## src/rtl/wb_fb_fill_arbiter.sv

```systemverilog
// Shares the framebuffer Wishbone write port between CPU pixel writes (fixed priority) and a rectangle-fill engine.
// Optional feature: define WB_FB_FILL_CLIP_EN to clamp fill rectangles to the framebuffer extents.
module wb_fb_fill_arbiter #(
  parameter int FB_WIDTH  = 160,
  parameter int FB_HEIGHT = 120
) (
  input  logic        I_wb_clk,
  input  logic        I_rst_n,
  input  logic [15:0] I_wb_adr,
  input  logic [7:0]  I_wb_dat,
  input  logic        I_wb_we,
  input  logic        I_wb_stb,
  input  logic        I_wb_cyc,
  output logic        O_wb_ack,
  output logic [7:0]  O_wb_dat,
  output logic [14:0] O_fb_adr,
  output logic [7:0]  O_fb_dat,
  output logic        O_fb_we,
  output logic        O_fb_stb,
  output logic        O_fb_cyc,
  input  logic        I_fb_ack,
  output logic        O_irq
);

`ifdef WB_FB_FILL_CLIP_EN
  localparam bit CLIP_EN = 1'b1;
`else
  localparam bit CLIP_EN = 1'b0;
`endif

  localparam logic [14:0] ROW_STEP = 15'(FB_WIDTH);
  localparam logic [8:0]  FB_W9    = 9'(FB_WIDTH);
  localparam logic [8:0]  FB_H9    = 9'(FB_HEIGHT);

  typedef enum logic [2:0] {S_IDLE, S_SETUP, S_REQ, S_ADV, S_DONE} fill_state_t;
  fill_state_t state, state_next;

  logic [7:0]  x0_r, y0_r, w_r, h_r, color_r;
  logic        busy_r, done_r;
  logic [7:0]  f_x0, f_w, f_h, f_color, x_cnt, y_cnt;
  logic [14:0] row_base;
  logic        cpu_pend;
  logic [14:0] cpu_adr;
  logic [7:0]  cpu_dat;
  logic        m_stb, m_owner_cpu;

  logic        req_valid, reg_sel, ctrl_wr, start_req, cpu_busy, pixel_wr;
  logic        m_ack, fill_grant, fill_ack, row_more, last_row;
  logic [2:0]  reg_off;
  logic [7:0]  rd_mux, clip_w, clip_h;
  logic [8:0]  room_x, room_y;
  logic [14:0] setup_base, fill_addr;

  assign req_valid  = I_wb_stb & I_wb_cyc & ~O_wb_ack;
  assign reg_sel    = I_wb_adr[15];
  assign reg_off    = I_wb_adr[2:0];
  assign ctrl_wr    = req_valid & reg_sel & I_wb_we & (reg_off == 3'd5);
  assign start_req  = ctrl_wr & I_wb_dat[0];
  assign cpu_busy   = cpu_pend | (m_stb & m_owner_cpu);
  assign pixel_wr   = req_valid & ~reg_sel & I_wb_we & ~cpu_busy;
  assign m_ack      = m_stb & I_fb_ack;
  assign fill_grant = ~m_stb & ~cpu_pend & (state == S_REQ);
  assign fill_ack   = m_ack & ~m_owner_cpu;

  assign O_fb_stb = m_stb;
  assign O_fb_cyc = m_stb;
  assign O_fb_we  = m_stb;

  // Constant multiply by the row pitch; reduces to shift-add logic.
  assign setup_base = {7'd0, y0_r} * ROW_STEP;
  assign fill_addr  = row_base + {7'd0, f_x0} + {7'd0, x_cnt};
  assign row_more   = ({1'b0, x_cnt} + 9'd1) < {1'b0, f_w};
  assign last_row   = ({1'b0, y_cnt} + 9'd1) == {1'b0, f_h};

  always_comb begin
    room_x = FB_W9 - {1'b0, x0_r};
    room_y = FB_H9 - {1'b0, y0_r};
    clip_w = w_r;
    clip_h = h_r;
    if (CLIP_EN) begin
      if ({1'b0, x0_r} >= FB_W9)       clip_w = 8'd0;
      else if ({1'b0, w_r} > room_x)   clip_w = room_x[7:0];
      if ({1'b0, y0_r} >= FB_H9)       clip_h = 8'd0;
      else if ({1'b0, h_r} > room_y)   clip_h = room_y[7:0];
    end
  end

  always_comb begin
    rd_mux = 8'd0;
    case (reg_off)
      3'd0:    rd_mux = x0_r;
      3'd1:    rd_mux = y0_r;
      3'd2:    rd_mux = w_r;
      3'd3:    rd_mux = h_r;
      3'd4:    rd_mux = color_r;
      3'd5:    rd_mux = {6'd0, done_r, busy_r};
      default: rd_mux = 8'd0;
    endcase
  end

  always_ff @(posedge I_wb_clk or negedge I_rst_n) begin
    if (!I_rst_n) state <= S_IDLE;
    else          state <= state_next;
  end

  // REQ holds until the grant; ADV holds the pixel until the framebuffer acks it, then steps.
  always_comb begin
    state_next = state;
    case (state)
      S_IDLE:  if (start_req) state_next = S_SETUP;
      S_SETUP: state_next = (clip_w == 8'd0 || clip_h == 8'd0) ? S_DONE : S_REQ;
      S_REQ:   if (fill_grant) state_next = S_ADV;
      S_ADV:   if (fill_ack) state_next = (!row_more && last_row) ? S_DONE : S_REQ;
      S_DONE:  state_next = S_IDLE;
      default: state_next = S_IDLE;
    endcase
  end

  always_ff @(posedge I_wb_clk or negedge I_rst_n) begin
    if (!I_rst_n) begin
      f_x0     <= 8'd0;
      f_w      <= 8'd0;
      f_h      <= 8'd0;
      f_color  <= 8'd0;
      x_cnt    <= 8'd0;
      y_cnt    <= 8'd0;
      row_base <= 15'd0;
      busy_r   <= 1'b0;
      done_r   <= 1'b0;
      O_irq    <= 1'b0;
    end else begin
      O_irq <= 1'b0;
      if (ctrl_wr && I_wb_dat[1]) done_r <= 1'b0;
      case (state)
        S_SETUP: begin
          f_x0     <= x0_r;
          f_color  <= color_r;
          f_w      <= clip_w;
          f_h      <= clip_h;
          row_base <= setup_base;
          x_cnt    <= 8'd0;
          y_cnt    <= 8'd0;
          busy_r   <= 1'b1;
        end
        S_ADV: begin
          if (fill_ack) begin
            if (row_more) begin
              x_cnt <= x_cnt + 8'd1;
            end else begin
              x_cnt    <= 8'd0;
              y_cnt    <= y_cnt + 8'd1;
              row_base <= row_base + ROW_STEP;
            end
          end
        end
        S_DONE: begin
          busy_r <= 1'b0;
          done_r <= 1'b1;
          O_irq  <= 1'b1;
        end
        default: ;
      endcase
    end
  end

  always_ff @(posedge I_wb_clk or negedge I_rst_n) begin
    if (!I_rst_n) begin
      x0_r     <= 8'd0;
      y0_r     <= 8'd0;
      w_r      <= 8'd0;
      h_r      <= 8'd0;
      color_r  <= 8'd0;
      O_wb_ack <= 1'b0;
      O_wb_dat <= 8'd0;
    end else begin
      O_wb_ack <= 1'b0;
      O_wb_dat <= 8'd0;
      if (req_valid && reg_sel && I_wb_we) begin
        case (reg_off)
          3'd0:    x0_r    <= I_wb_dat;
          3'd1:    y0_r    <= I_wb_dat;
          3'd2:    w_r     <= I_wb_dat;
          3'd3:    h_r     <= I_wb_dat;
          3'd4:    color_r <= I_wb_dat;
          default: ;
        endcase
      end
      // Register accesses and pixel reads complete locally; pixel writes wait for the framebuffer.
      if (req_valid && (reg_sel || !I_wb_we)) begin
        O_wb_ack <= 1'b1;
        if (reg_sel && !I_wb_we) O_wb_dat <= rd_mux;
      end
      if (m_ack && m_owner_cpu) O_wb_ack <= 1'b1;
    end
  end

  // Master: arbitrates only while stb is low, so every transaction ends with at least one idle cycle.
  always_ff @(posedge I_wb_clk or negedge I_rst_n) begin
    if (!I_rst_n) begin
      cpu_pend    <= 1'b0;
      cpu_adr     <= 15'd0;
      cpu_dat     <= 8'd0;
      m_stb       <= 1'b0;
      m_owner_cpu <= 1'b0;
      O_fb_adr    <= 15'd0;
      O_fb_dat    <= 8'd0;
    end else begin
      if (pixel_wr) begin
        cpu_pend <= 1'b1;
        cpu_adr  <= I_wb_adr[14:0];
        cpu_dat  <= I_wb_dat;
      end
      if (m_stb) begin
        if (I_fb_ack) m_stb <= 1'b0;
      end else if (cpu_pend) begin
        m_stb       <= 1'b1;
        m_owner_cpu <= 1'b1;
        O_fb_adr    <= cpu_adr;
        O_fb_dat    <= cpu_dat;
        cpu_pend    <= 1'b0;
      end else if (state == S_REQ) begin
        m_stb       <= 1'b1;
        m_owner_cpu <= 1'b0;
        O_fb_adr    <= fill_addr;
        O_fb_dat    <= f_color;
      end
    end
  end

endmodule

```

## config.mk

```make
export PLATFORM = sky130hd
export DESIGN_NAME = wb_fb_fill_arbiter
export DESIGN_NICKNAME = d
export VERILOG_FILES = /design/src/rtl/wb_fb_fill_arbiter.sv
export SDC_FILE = /design/constraint.sdc
export NUM_CORES = 1
export LEC_CHECK = 0
export BUFFER_PORTS_ARGS = -buffer_cell sky130_fd_sc_hd__buf_2
export CAP_MARGIN = 20
export CORE_AREA = 2 2 237 122
export DETAILED_ROUTE_END_ITERATION = 10
export DIE_AREA = 0 0 239 124
export SETUP_SLACK_MARGIN = 0.15
export SLEW_MARGIN = 10
export SYNTH_ARGS = -nofsm -noshare
export SYNTH_HDL_FRONTEND = slang
export SYNTH_SLANG_ARGS = --single-unit
```

## constraint.sdc

```tcl
create_clock -name I_wb_clk -period 2.7 [get_ports I_wb_clk]
set_input_delay 0.675 -clock I_wb_clk [delete_from_list [all_inputs] [get_ports I_wb_clk]]
set_output_delay 0.675 -clock I_wb_clk [all_outputs]
set_load 0.01 [all_outputs]
```

==> results.md, run 1 <==
- Clk_lat worst skew: 0.43 ns
- Area share of fa/ha/maj cells after synthesis: 6.384%
- CP Buf/Inv Count: 1
- Slew margin rel.: 52.98%
- Layout net count: 915
- Worst path slowest cell: dfrtp_1
- Crit-path max FO: 3
- Clock-pin slew on the worst setup and hold paths: 0.07 ns
- Cts hold-fix bufs: 0
- Synth-to-Final Area Change: 21.94%
- Sink Count: 162
- EDFF count, synth: 0
- Antenna viol nets, final: 0
- Synth warnings: 0
- Layout cells sized above 1: 35.08%
- Int Power: 6176 uW
- GP Congestion: 0.8334
- Fillers: 2,649
- Die Width: 239 um
- Sw Pwr: 3555 uW
- Data required time of the critical path: 2.98 ns
- Pin count of the biggest net entering global routing: 60
- Vias per cell: 5.118
- Std cell rows: 43
- Mux contribution to synthesized area: 16.43%
- Synth Area in Compound Gates: 12.35%
- Reg power frac: 39.3%
- Critical-path cell list: ha_4 -> ha_4 -> fa_2 -> a21o_1 -> a211o_1 -> a2111oi_4 -> buf_4 -> nor3_2 -> xnor2_1 -> o221ai_1
- Final worst slack: -0.03189 ns
- HPWL after DPL: 15.88 mm
- H-tree Lvls: 4
- Vias in the first global route: 6,214
- Main combinational cell family by area after synthesis: multiplexers
- Post-synth top cells: 162 x dfrtp_1, 92 x mux2_2, 81 x nand2_1, 54 x o21ai_0, 43 x a21oi_1
- Routed wire length: 21.81 mm
- Fmax: 0.3660 GHz
- Ant diodes: 0
- Asr flop ratio synth: 100.0%
- DRT Pass-1 Iters: 4
- Cell total after placement: 1,169
- TritonCTS clock tree: done
- Synth area leader: dfrtp_1
- Post-synthesis register bit count: 162
- FF-to-FF path depth: 10
- Io pins: 66
- Clk root buf: clkbuf_16
- Max incr delay on CP: 0.41 ns
- Sequential Area: 4060 um^2
- IO buf count: 65
- Fin area: 10,280 um^2
- Core box area: 27,440 um^2
- Post-Synthesis Cells: 745
- Max Root-Sink Buffers: 2
- DR iter-0 viols: 437
- Mapped Area: 8428 um^2
- Largest cells by area after synthesis: dfrtp_1 48%, mux2_2 12%, ha_1 5.2%
- Leak: 0.004650 uW
- Starting Density: 30.72%
- Minimum clock period: 2.732 ns
- Post-Synth XOR/XNOR Area: 3.221%
- Syn avg cell area: 11.31 um^2
- GRT Residual Overflow: 0
- Count leader, synth: dfrtp_1
- Most used cell, CP: ha_4
- HP Class: in -> async
- GR Util All Layers: 15.37%
- Final Cycle Share: 101.2%
- RSZ-0062 raised after global routing: yes
- Die Area: 29,640 um^2
- Clock power share: 25.8%
- Critical Path Start Type: register
- Pwr dens: 946.8 nW/um^2
- DRC: 0
- Clock buffer count from CTS: 17
- Primary FF master, synth: dfrtp_1
- Simple-gate area share of the yosys netlist: 10.90%
- Max cap viols: 0
- Hold Fails Final Rpt: 0
- WHS: 0.2073 ns
- Initial antenna violation count: 0
- Vias: 6,234
- Switch share: 36.53%
- Failing checks: negative setup slack
- Status: complete, but fails checks
- Total stage count of the critical path: 10
- Net Count, Synth: 815
- Post-synthesis sequential area ratio: 48.10%
- Setup Crit Path Kind: reg -> reg
- Combinational share of power: 34.9%
- First-pass GRT wire length: 34.91 mm
- Top cell type's share of synthesized area: 48.10%
- DP Area: 9370 um^2
- Die height: 124 um
- Core Util, Final: 37.46%
- Largest delay contributor family on the critical path: compound AO/OA/AOI/OAI gates
- Cell variety after synth: 65
- Non-filler cells, final: 1,218
- Worst Skew: 0.01126 ns
- Final setup viols: 3
- Slew Viols, Final: 0
- Maximum VDD drop: 470.3 uV
- Worst Tran Pin Value: 0.6989 ns
- Multi-input logic area: 4368 um^2
- Routed WL per cell: 17.91 um
- CP arrival: 3.01 ns
- Endpoint type of the worst setup path: register
## area by class of cell
cell class | instances | share of cell area (%)
Timing Repair Buffer | 113 | 7.098
Multi-Input combinational cell | 537 | 42.50
Sequential cell | 162 | 39.51
Clock inverter | 15 | 1.863
Tap cell | 360 | 4.383
Inverter | 14 | 0.5113
Clock buffer | 17 | 4.139
## path summary, 6_finish.rpt
check                            start      endpoint  slack [ns]
setup / recovery               f_x0[1]  O_fb_adr[13]       -0.03
hold / removal                 I_rst_n         O_irq        0.21
max in group asynchronous      I_rst_n   cpu_adr[14]        1.77
setup reg to reg               f_x0[1]  O_fb_adr[13]       -0.03
min in group I_wb_clk      O_fb_adr[3]   O_fb_adr[3]        0.48
hold reg to reg            O_fb_adr[3]   O_fb_adr[3]        0.48
## repair_timing
action	in CTS	in global routing
gates cloned	2	0
pin swaps	8	19
gates resized for setup	13	23
setup endpoints to repair	29	34
buffers inserted	2	13
## registers in the layout, indices dropped and copies added, names as in the netlist, 3 cells and up
name      cells
state         3
x0_r          8
f_h           8
f_x0          8
f_color       8
clip_h        8
color_r       8
y_cnt         8
x_cnt         8
cpu_dat       8
y0_r          8
f_w           8
clip_w        8
O_wb_dat      8
O_fb_dat      8
row_base     10
cpu_adr      15
O_fb_adr     15
## stage by stage
| step | total power, uW | setup WS (ns) | setup TNS, ns |
|---|---|---|---|
| floorplan | 5839 | 0.1060 | 0 |
| global placement | 6795 | -0.009085 | -0.01094 |
| detailed placement | 6900 | -0.05950 | -0.2069 |
| CTS | 9549 | -0.02118 | -0.02687 |
| global route | 10360 | -0.1223 | -0.8563 |
| finish | 9731 | -0.03189 | -0.06969 |
## power groups by stage
| stage | Clock [uW] | Sequential, uW | Combinational, uW |
|---|---|---|---|
| floorplan | 0 | 3670 | 2170 |
| CTS | 2560 | 3810 | 3180 |
| finish | 2510 | 3830 | 3400 |
| detailed placement | 0 | 3850 | 3040 |
| global placement | 0 | 3820 | 2980 |
| global route | 2660 | 3920 | 3770 |
## layout by cell type, fill, tap and decap left out, types with 14 or more instances in the layout
cell | Yosys | routed
ha_1 | 35 | 27
buf_2 | 11 | 64
dfrtp_1 | 162 | 157
nand3_1 | 17 | 15
a21oi_1 | 43 | 42
clkbuf_16 | 0 | 17
mux2_2 | 92 | 92
nand2_1 | 81 | 78
buf_4 | 3 | 45
mux2i_1 | 18 | 18
xnor2_1 | 20 | 18
inv_1 | 14 | 14
nor2_1 | 34 | 31
o21ai_0 | 54 | 51
## cells by family after synthesis
group	count (synthesis)
AND/OR/NAND/NOR	185
flip-flops	162
AO/OA/AOI/OAI	161
multiplexers	118
buffers and inverters	48
adder cells (fa/ha/maj)	40
XOR/XNOR	31
## layer usage
metal / track usage (%) / routed length (um)
met1: 21.35 / 10780
met2: 24.49 / 9868
met3: 3.413 / 895
met4: 3.750 / 269
met5: 0 / 0
No activity file was read; power rests on OpenSTA's default activity.
==> run 2, diff against run 1 <==
--- a/config.mk
+++ b/config.mk
@@ -7,9 +7,11 @@
 export LEC_CHECK = 0
 export BUFFER_PORTS_ARGS = -buffer_cell sky130_fd_sc_hd__buf_2
 export CAP_MARGIN = 20
-export CORE_AREA = 2 2 237 122
+export CORE_AREA = 2 2 179 93
+export CTS_BUF_LIST = sky130_fd_sc_hd__clkbuf_8 sky130_fd_sc_hd__clkbuf_16
 export DETAILED_ROUTE_END_ITERATION = 10
-export DIE_AREA = 0 0 239 124
+export DIE_AREA = 0 0 181 95
+export PLACE_DENSITY = 0.76
 export SETUP_SLACK_MARGIN = 0.15
 export SLEW_MARGIN = 10
 export SYNTH_ARGS = -nofsm -noshare
==> run 2 against run 1 <==
  * The run still ends with negative setup slack left
  * Register-to-register slack got worse by 0.12 ns
  * Global-route usage grew 11 points
  * Clock skew shrank 0.0036 ns
  * Total power is 1.7% lower
  * Clock power down 8.8%
  * Non-clock buffer count increased by 6
  * Maximum frequency fell by 4.2%
  * Wire length up 0.46%
  * Core utilization increased by 26 points
  * First-iteration DRC count increased by 35%
  * Worst hold slack worse by 0.039 ns
  * Largest cell class unchanged
==> results.md, run 2 (same netlist as run 1, synthesis figures left out) <==
- Status: complete, but fails checks
- Failing checks: negative setup slack
- Die Width: 181 um (-24%)
- Clk_lat worst skew: 0.43 ns (about the same)
- Clk root buf: clkbuf_16
- Grt met1 use: 40.84% (+19 points)
- GRT Residual Overflow: 0 (unchanged)
- Starting Density: 53.16% (+22 points)
- Reg power frac: 40.0% (+0.7 points)
- Routed wire length: 21.91 mm (+0.46%)
- Worst Tran Pin Value: 0.7505 ns (+0.05159 ns)
- Slew Viols, Final: 0 (unchanged)
- Vias in the first global route: 6,058 (-2.5%)
- WHS: 0.1681 ns (-0.03918 ns)
- DP Area: 9240 um^2 (-1.4%)
- Die Area: 17,200 um^2 (-42%)
- Std cell rows: 33 (-23%)
- Leading cell type in the layout, fill and taps excluded: dfrtp_1
- CP arrival: 3.13 ns (+0.12 ns)
- Vias per cell: 6.007 (+17%)
- Leak: 0.004658 uW (+0.17%)
- Io pins: 66 (unchanged)
- GR Util All Layers: 26.82% (+11 points)
- IO buf count: 65 (unchanged)
- Die height: 95 um (-23%)
- Int Power: 6014 uW (-2.6%)
- DRC: 0 (unchanged)
- Commonest cells after routing, fill and taps aside: 156 x dfrtp_1, 92 x mux2_2, 78 x nand2_1, 64 x buf_2, 50 x o21ai_0
- GR Layer Usage met2: 36.76% (+12 points)
- Combinational share of power: 36.0% (+1.1 points)
- Antenna viol nets, final: 0 (unchanged)
- Final setup viols: 3 (unchanged)
- Ant diodes: 0 (unchanged)
- Global routing's busiest layer: met1
- Layout net count: 920 (+0.55%)
- Top Registers: O_fb_adr (15), cpu_adr (15), row_base (10)
- Cts hold-fix bufs: 0 (unchanged)
- Data required time of the critical path: 2.98 ns (about the same)
- RSZ-0062 raised after global routing: yes
- Crit-path max FO: 3 (unchanged)
- First-pass GRT wire length: 34.35 mm (-1.6%)
- Worst Skew: 0.007665 ns (-0.003591 ns)
- Final Cycle Share: 105.7% (+4.5 points)
- HPWL after DPL: 15.81 mm (-0.47%)
- DP Worst Slack: -0.06562 ns (-0.006123 ns)
- Final Total Pwr: 9566 uW (-1.7%)
- Sink Count: 162 (unchanged)
- Final worst slack: -0.1526 ns (-0.1207 ns)
- Slew margin rel.: 49.86% (-3.1 points)
- Layout cells sized above 1: 35.03% (-0.047 points)
- Max Root-Sink Buffers: 2 (unchanged)
- Synth-to-Final Area Change: 19.82%
- Critical Path Start Type: register
- GP Congestion: 0.9048 (+8.6%)
- TritonCTS clock tree: done
- Pwr dens: 947.2 nW/um^2 (about the same)
- H-tree Lvls: 4 (unchanged)
- Core box area: 15,860 um^2 (-42%)
- Flop2flop setup slack: -0.15 ns (-0.12 ns)
- Maximum VDD drop: 519.6 uV (+10%)
- Sw Pwr: 3552 uW (about the same)
- Vias: 6,440 (+3.3%)
- Fmax: 0.3506 GHz (-4.2%)
- Hold Fails Final Rpt: 0 (unchanged)
- Routed WL per cell: 20.44 um (+14%)
- Pin count of the biggest net entering global routing: 54 (-10%)
- DR iter-0 viols: 589 (+35%)
- HP Class: in -> async
- DRT Pass-1 Iters: 6 (+2)
- Clock-pin slew on the worst setup and hold paths: 0.07 ns (about the same)
- Clock power share: 24.0% (-1.8 points)
- Switch share: 37.13% (+0.60 points)
- Clock buffer count from CTS: 17 (unchanged)
- Minimum clock period: 2.853 ns (+0.1207 ns)
- Setup Crit Path Kind: reg -> reg
- Max cap viols: 0 (unchanged)
- Endpoint type of the worst setup path: register
- Initial antenna violation count: 0 (unchanged)
- M3 GR Usage: 8.831% (+5.4 points)
- Fin area: 10,100 um^2 (-1.7%)
-- run 2: cell types whose count changed in the layout (fill, tap and decap cells not counted), sizes merged --
cell	before	now
buf	113	119
bufinv	2	0
clkbuf	17	20
clkinv	5	3
clkinvlp	1	3
inv	21	19
nor2	37	36
-- run 2: per-stage QoR --
stage	utilization (%)	instances	setup TNS [ns]
finish	63.69	1072	-0.3545
floorplan	-	745	0
global placement	58.28	1025	0
global route	63.69	1072	-1.068
detailed placement	58.28	1025	-0.08361
CTS	62.51	1064	-0.06810
-- run 2: metal layers --
layer | wire length, um | vias to the layer above
li1 | - | 2915
met1 | 10610 | 3261
met2 | 8870 | 242
met3 | 2208 | 22
met4 | 220 | 0
met5 | 0 | -
-- run 2: worst max-delay path: stages (launching register included) --
cell and delay, ns:
dfrtp_1 0.42, ha_4 0.26, ha_4 0.16, fa_2 0.38, a21o_1 0.19, a211o_1 0.36, a2111oi_4 0.51, nor3_2 0.10
xnor2_1 0.16, o221ai_1 0.14
-- run 2: power by group through the flow --
stage / sequential [uW] / clock [uW] / combinational, uW
5_1_grt: 3910 / 2420 / 3750
3_5_place_dp: 3820 / 0 / 3060
2_1_floorplan: 3670 / 0 / 2170
4_1_cts: 3800 / 2300 / 3200
6_report: 3830 / 2290 / 3450
3_3_place_gp: 3800 / 0 / 2970
-- run 2: repair_timing --
item | in CTS | in global routing
resized for setup | 16 | 23
pin swaps | 12 | 25
gates cloned | 1 | 0
endpoints found under the setup margin | 23 | 26
setup buffers | 7 | 8
-- run 2: layout make-up --
class	instances	area, um^2
clock inverter	11	80.08
sequential	162	4061
multi-input combinational	536	4384
tap	210	262.8
inverter	14	52.55
timing repair buffer	119	790.8
fill	1231	5757
clock buffer	20	466.7
-- run 2: final timing paths --
check	from	to	cells after the start
setup / recovery	x_cnt[1]	O_fb_adr[11]	9
hold / removal	I_rst_n	cpu_adr[11]	1
setup reg to reg	x_cnt[1]	O_fb_adr[11]	9
hold reg to reg	done_r	done_r	1
max in group asynchronous	I_rst_n	y0_r[3]	2
min in group I_wb_clk	I_fb_ack	O_fb_cyc	2
==> run 3, diff against run 2 <==
--- a/config.mk
+++ b/config.mk
@@ -5,6 +5,7 @@
 export SDC_FILE = /design/constraint.sdc
 export NUM_CORES = 1
 export LEC_CHECK = 0
+export ABC_AREA = 1
 export BUFFER_PORTS_ARGS = -buffer_cell sky130_fd_sc_hd__buf_2
 export CAP_MARGIN = 20
 export CORE_AREA = 2 2 179 93
==> run 3 against run 2 <==
  * The run now ends clean
  * Worst setup slack improved by 0.25 ns
  * Count of clock-buffer cells in the layout decreased by 2
  * Synthesized area grew 0.28%
  * Maximum frequency increased by 9.8%
  * Synthesized cell count grew 34%
  * Final area shrank 2.2%
  * Clock skew increased by 0.0023 ns
  * Largest cell class is now flip-flops and latches
==> results.md, run 3 <==
- DRT Pass-1 Iters: 6 (unchanged)
- EDFF count, synth: 0 (unchanged)
- Layout cells sized above 1: 19.10% (-16 points)
- Initial antenna violation count: 0 (unchanged)
- HP Class: in -> async
- Post-synthesis sequential area ratio: 47.96% (-0.14 points)
- Layout net count: 1,151 (+25%)
- Clk root buf: clkbuf_16
- H-tree Lvls: 4 (unchanged)
- Io pins: 66 (unchanged)
- Setup Crit Path Kind: reg -> reg
- Cts hold-fix bufs: 0 (unchanged)
- Pwr dens: 887.3 nW/um^2 (-6.3%)
- Routed WL per cell: 17.24 um (-16%)
- DRC: 0 (unchanged)
- Endpoint type of the worst setup path: register
- Hold Fails Final Rpt: 0 (unchanged)
- Synth warnings: 0 (unchanged)
- Fin area: 9878 um^2 (-2.2%)
- Core box area: 15,860 um^2 (unchanged)
- Asr flop ratio synth: 100.0% (unchanged)
- Final Cycle Share: 96.26% (-9.4 points)
- Post-synthesis register bit count: 162 (unchanged)
- GR Util All Layers: 27.13% (+0.31 points)
- Setup TNS: 0 ns (+0.3545 ns)
- Commonest cells after routing, fill and taps aside: 302 x nand2_1, 159 x dfrtp_1, 99 x inv_1, 96 x o21ai_0, 64 x buf_2
- Minimum clock period: 2.599 ns (-0.2537 ns)
- Worst path slowest cell: dfrtp_1
- Leak: 0.004892 uW (+5.0%)
- Net Count, Synth: 1,068 (+31%)
- CP arrival: 2.92 ns (-0.21 ns)
- RSZ-0062 raised after global routing: yes
- Primary FF master, synth: dfrtp_1
- Top Registers: O_fb_adr (15), cpu_adr (15), row_base (10)
- Leading cell type in the layout, fill and taps excluded: nand2_1
- Max Root-Sink Buffers: 2 (unchanged)
- Max incr delay on CP: 0.38 ns (-0.13 ns)
- WHS: 0.1663 ns (-0.001848 ns)
- Maximum VDD drop: 489.7 uV (-5.8%)
- Slew Viols, Final: 0 (unchanged)
- Status: completed
- Final worst slack: 0.1011 ns (+0.2537 ns)
- Final setup viols: 0 (-3)
- Crit-path max FO: 7 (+4)
- Die Area: 17,200 um^2 (unchanged)
- Die Width: 181 um (unchanged)
- Mapped Area: 8452 um^2 (+0.28%)
- Critical-path cell list: inv_1 -> nor3_4 -> nand3_2 -> nor3_4 -> xor2_2 -> ha_4 -> nand2_1 -> o21ai_2 -> nor2_4 -> nand2_4 -> clkinv_4 -> nand2_4 -> nand2_8 -> clkinv_8 -> nand2_2 -> o21ai_2
- Synth area leader: dfrtp_1
- Vias: 7,144 (+11%)
- Data required time of the critical path: 3.03 ns (+0.05 ns)
- DR iter-0 viols: 633 (+7.5%)
- Clock-pin slew on the worst setup and hold paths: 0.07 ns (about the same)
- Cell variety after synth: 49 (-25%)
- Clk_lat worst skew: 0.43 ns (about the same)
- Vias in the first global route: 6,550 (+8.1%)
- Starting Density: 53.31% (+0.15 points)
- DP Area: 9071 um^2 (-1.8%)
- TritonCTS clock tree: done
- Count leader, synth: nand2_1
- Post-Synthesis Cells: 998 (+34%)
- Post-synth top cells: 304 x nand2_1, 162 x dfrtp_1, 99 x inv_1, 99 x o21ai_0, 54 x nor2_1
- Std cell rows: 33 (unchanged)
- Met2 WL post-DR: 8.893 mm (+0.26%)
- Slew margin rel.: 62.35% (+12 points)
- Synth-to-Final Area Change: 16.88%
- Routed wire length: 22.49 mm (+2.6%)
- Clock buffer count from CTS: 17 (unchanged)
- Critical Path Start Type: register
- HPWL after DPL: 16.25 mm (+2.8%)
- Max cap viols: 0 (unchanged)
- DP Worst Slack: -0.01610 ns (+0.04952 ns)
- Max Used Layer: met4
- Fmax: 0.3848 GHz (+9.8%)
- Pin count of the biggest net entering global routing: 65 (+20%)
- Met1 WL: 11.18 mm (+5.4%)
- Antenna viol nets, final: 0 (unchanged)
- Top cell type's share of synthesized area: 47.96% (-0.14 points)
- DR WL met3: 2.147 mm (-2.8%)
- Sink Count: 162 (unchanged)
- Vias per cell: 5.474 (-8.9%)
- GP Congestion: 0.9770 (+8.0%)
- GRT Residual Overflow: 0 (unchanged)
- IO buf count: 65 (unchanged)
- First-pass GRT wire length: 35.40 mm (+3.1%)
- Worst Tran Pin Value: 0.5646 ns (-0.1858 ns)
- Worst Skew: 0.009934 ns (+0.002270 ns)
- Die height: 95 um (unchanged)
- Largest cells by area after synthesis: dfrtp_1 48%, nand2_1 14%, o21ai_0 5.9%
- Core Util, Final: 62.30% (-1.4 points)
- Syn avg cell area: 8.469 um^2 (-25%)
## run 3: cell count changes after synthesis, moves of 18 or more
cell     previous run  this run
nand2_1            81       304
inv_1              14        99
mux2_2             92        12
o21ai_0            54        99
nand3_1            17        40
a21oi_1            43        23
nor2_1             34        54
mux2i_1            18         0
xnor2_1            20         2
## run 3: where the power goes
part	total [uW]	internal, uW	switching [uW]
clock	2380	1250	1130
sequential	3610	3090	517
combinational	2780	1090	1690
total	8760	5430	3330
## run 3: layout make-up
class                   instances  area [um^2]
inverters                     109        430.4
fillers                      1326         5977
well taps                     210        262.8
clock inverters                14        142.6
repair buffers                 90        556.8
multi-input cells             698         3950
repair inverters                3        36.28
flip-flops and latches        162         4058
clock buffers                  18        439.2
diodes                          1        2.502
## run 3: cells by family (layout without fill, tap and decap cells)
group / Yosys count / in the layout / synth area share (%)
DFF: 162 / 162 / 47.96
AOI/OAI and AO/OA: 193 / 193 / 13.74
xor gates and xnor gates: 15 / 15 / 1.554
muxes: 12 / 12 / 1.599
other: 0 / 1 / 0
buffers and inverters: 138 / 234 / 6.795
adders and majority gates: 40 / 40 / 6.366
and+or+nand+nor: 438 / 438 / 21.98
## run 3: layer usage
metal / global-route usage [%] / vias to the layer above
met5: 0 / -
met4: 6.030 / 0
met3: 8.523 / 27
met2: 36.15 / 300
met1: 42.29 / 3376
li1: - / 3441
## run 3: critical path: cells and delay by family, from the launching register on
family | cells | cell delay (ns)
simple gates | 9 | 1.19
xor+xnor | 1 | 0.26
compound gates | 2 | 0.12
buf+inv | 3 | 0.27
flops | 1 | 0.38
fa+ha+maj | 1 | 0.25
## run 3: what timing repair did
| item | CTS | global route |
|---|---|---|
| setup endpoints to repair | 22 | 32 |
| hold endpoints to repair | 0 | 0 |
| cloned | 1 | 2 |
| gates resized for setup | 9 | 26 |
| pin swaps | 0 | 11 |
| buffers inserted | 2 | 4 |
## run 3: stage by stage
stage          power (uW)  std cells
6_report             8765       1305
2_1_floorplan        5333        998
5_1_grt              9318       1304
3_5_place_dp         6224       1263
3_3_place_gp         6141       1263
4_1_cts              8628       1298
## run 3: path summary, 6_finish.rpt
check	startpoint	endpoint	slack, ns	depth (start not counted)
worst max-delay path	x_cnt[1]	y_cnt[5]	0.10	16
worst min-delay path	I_rst_n	y_cnt[5]	0.17	1
worst max register to register	x_cnt[1]	y_cnt[5]	0.10	16
worst min register to register	f_color[6]	f_color[6]	0.47	2
max in group asynchronous	I_rst_n	x0_r[6]	1.82	2
min in group I_wb_clk	I_fb_ack	O_fb_cyc	0.45	2
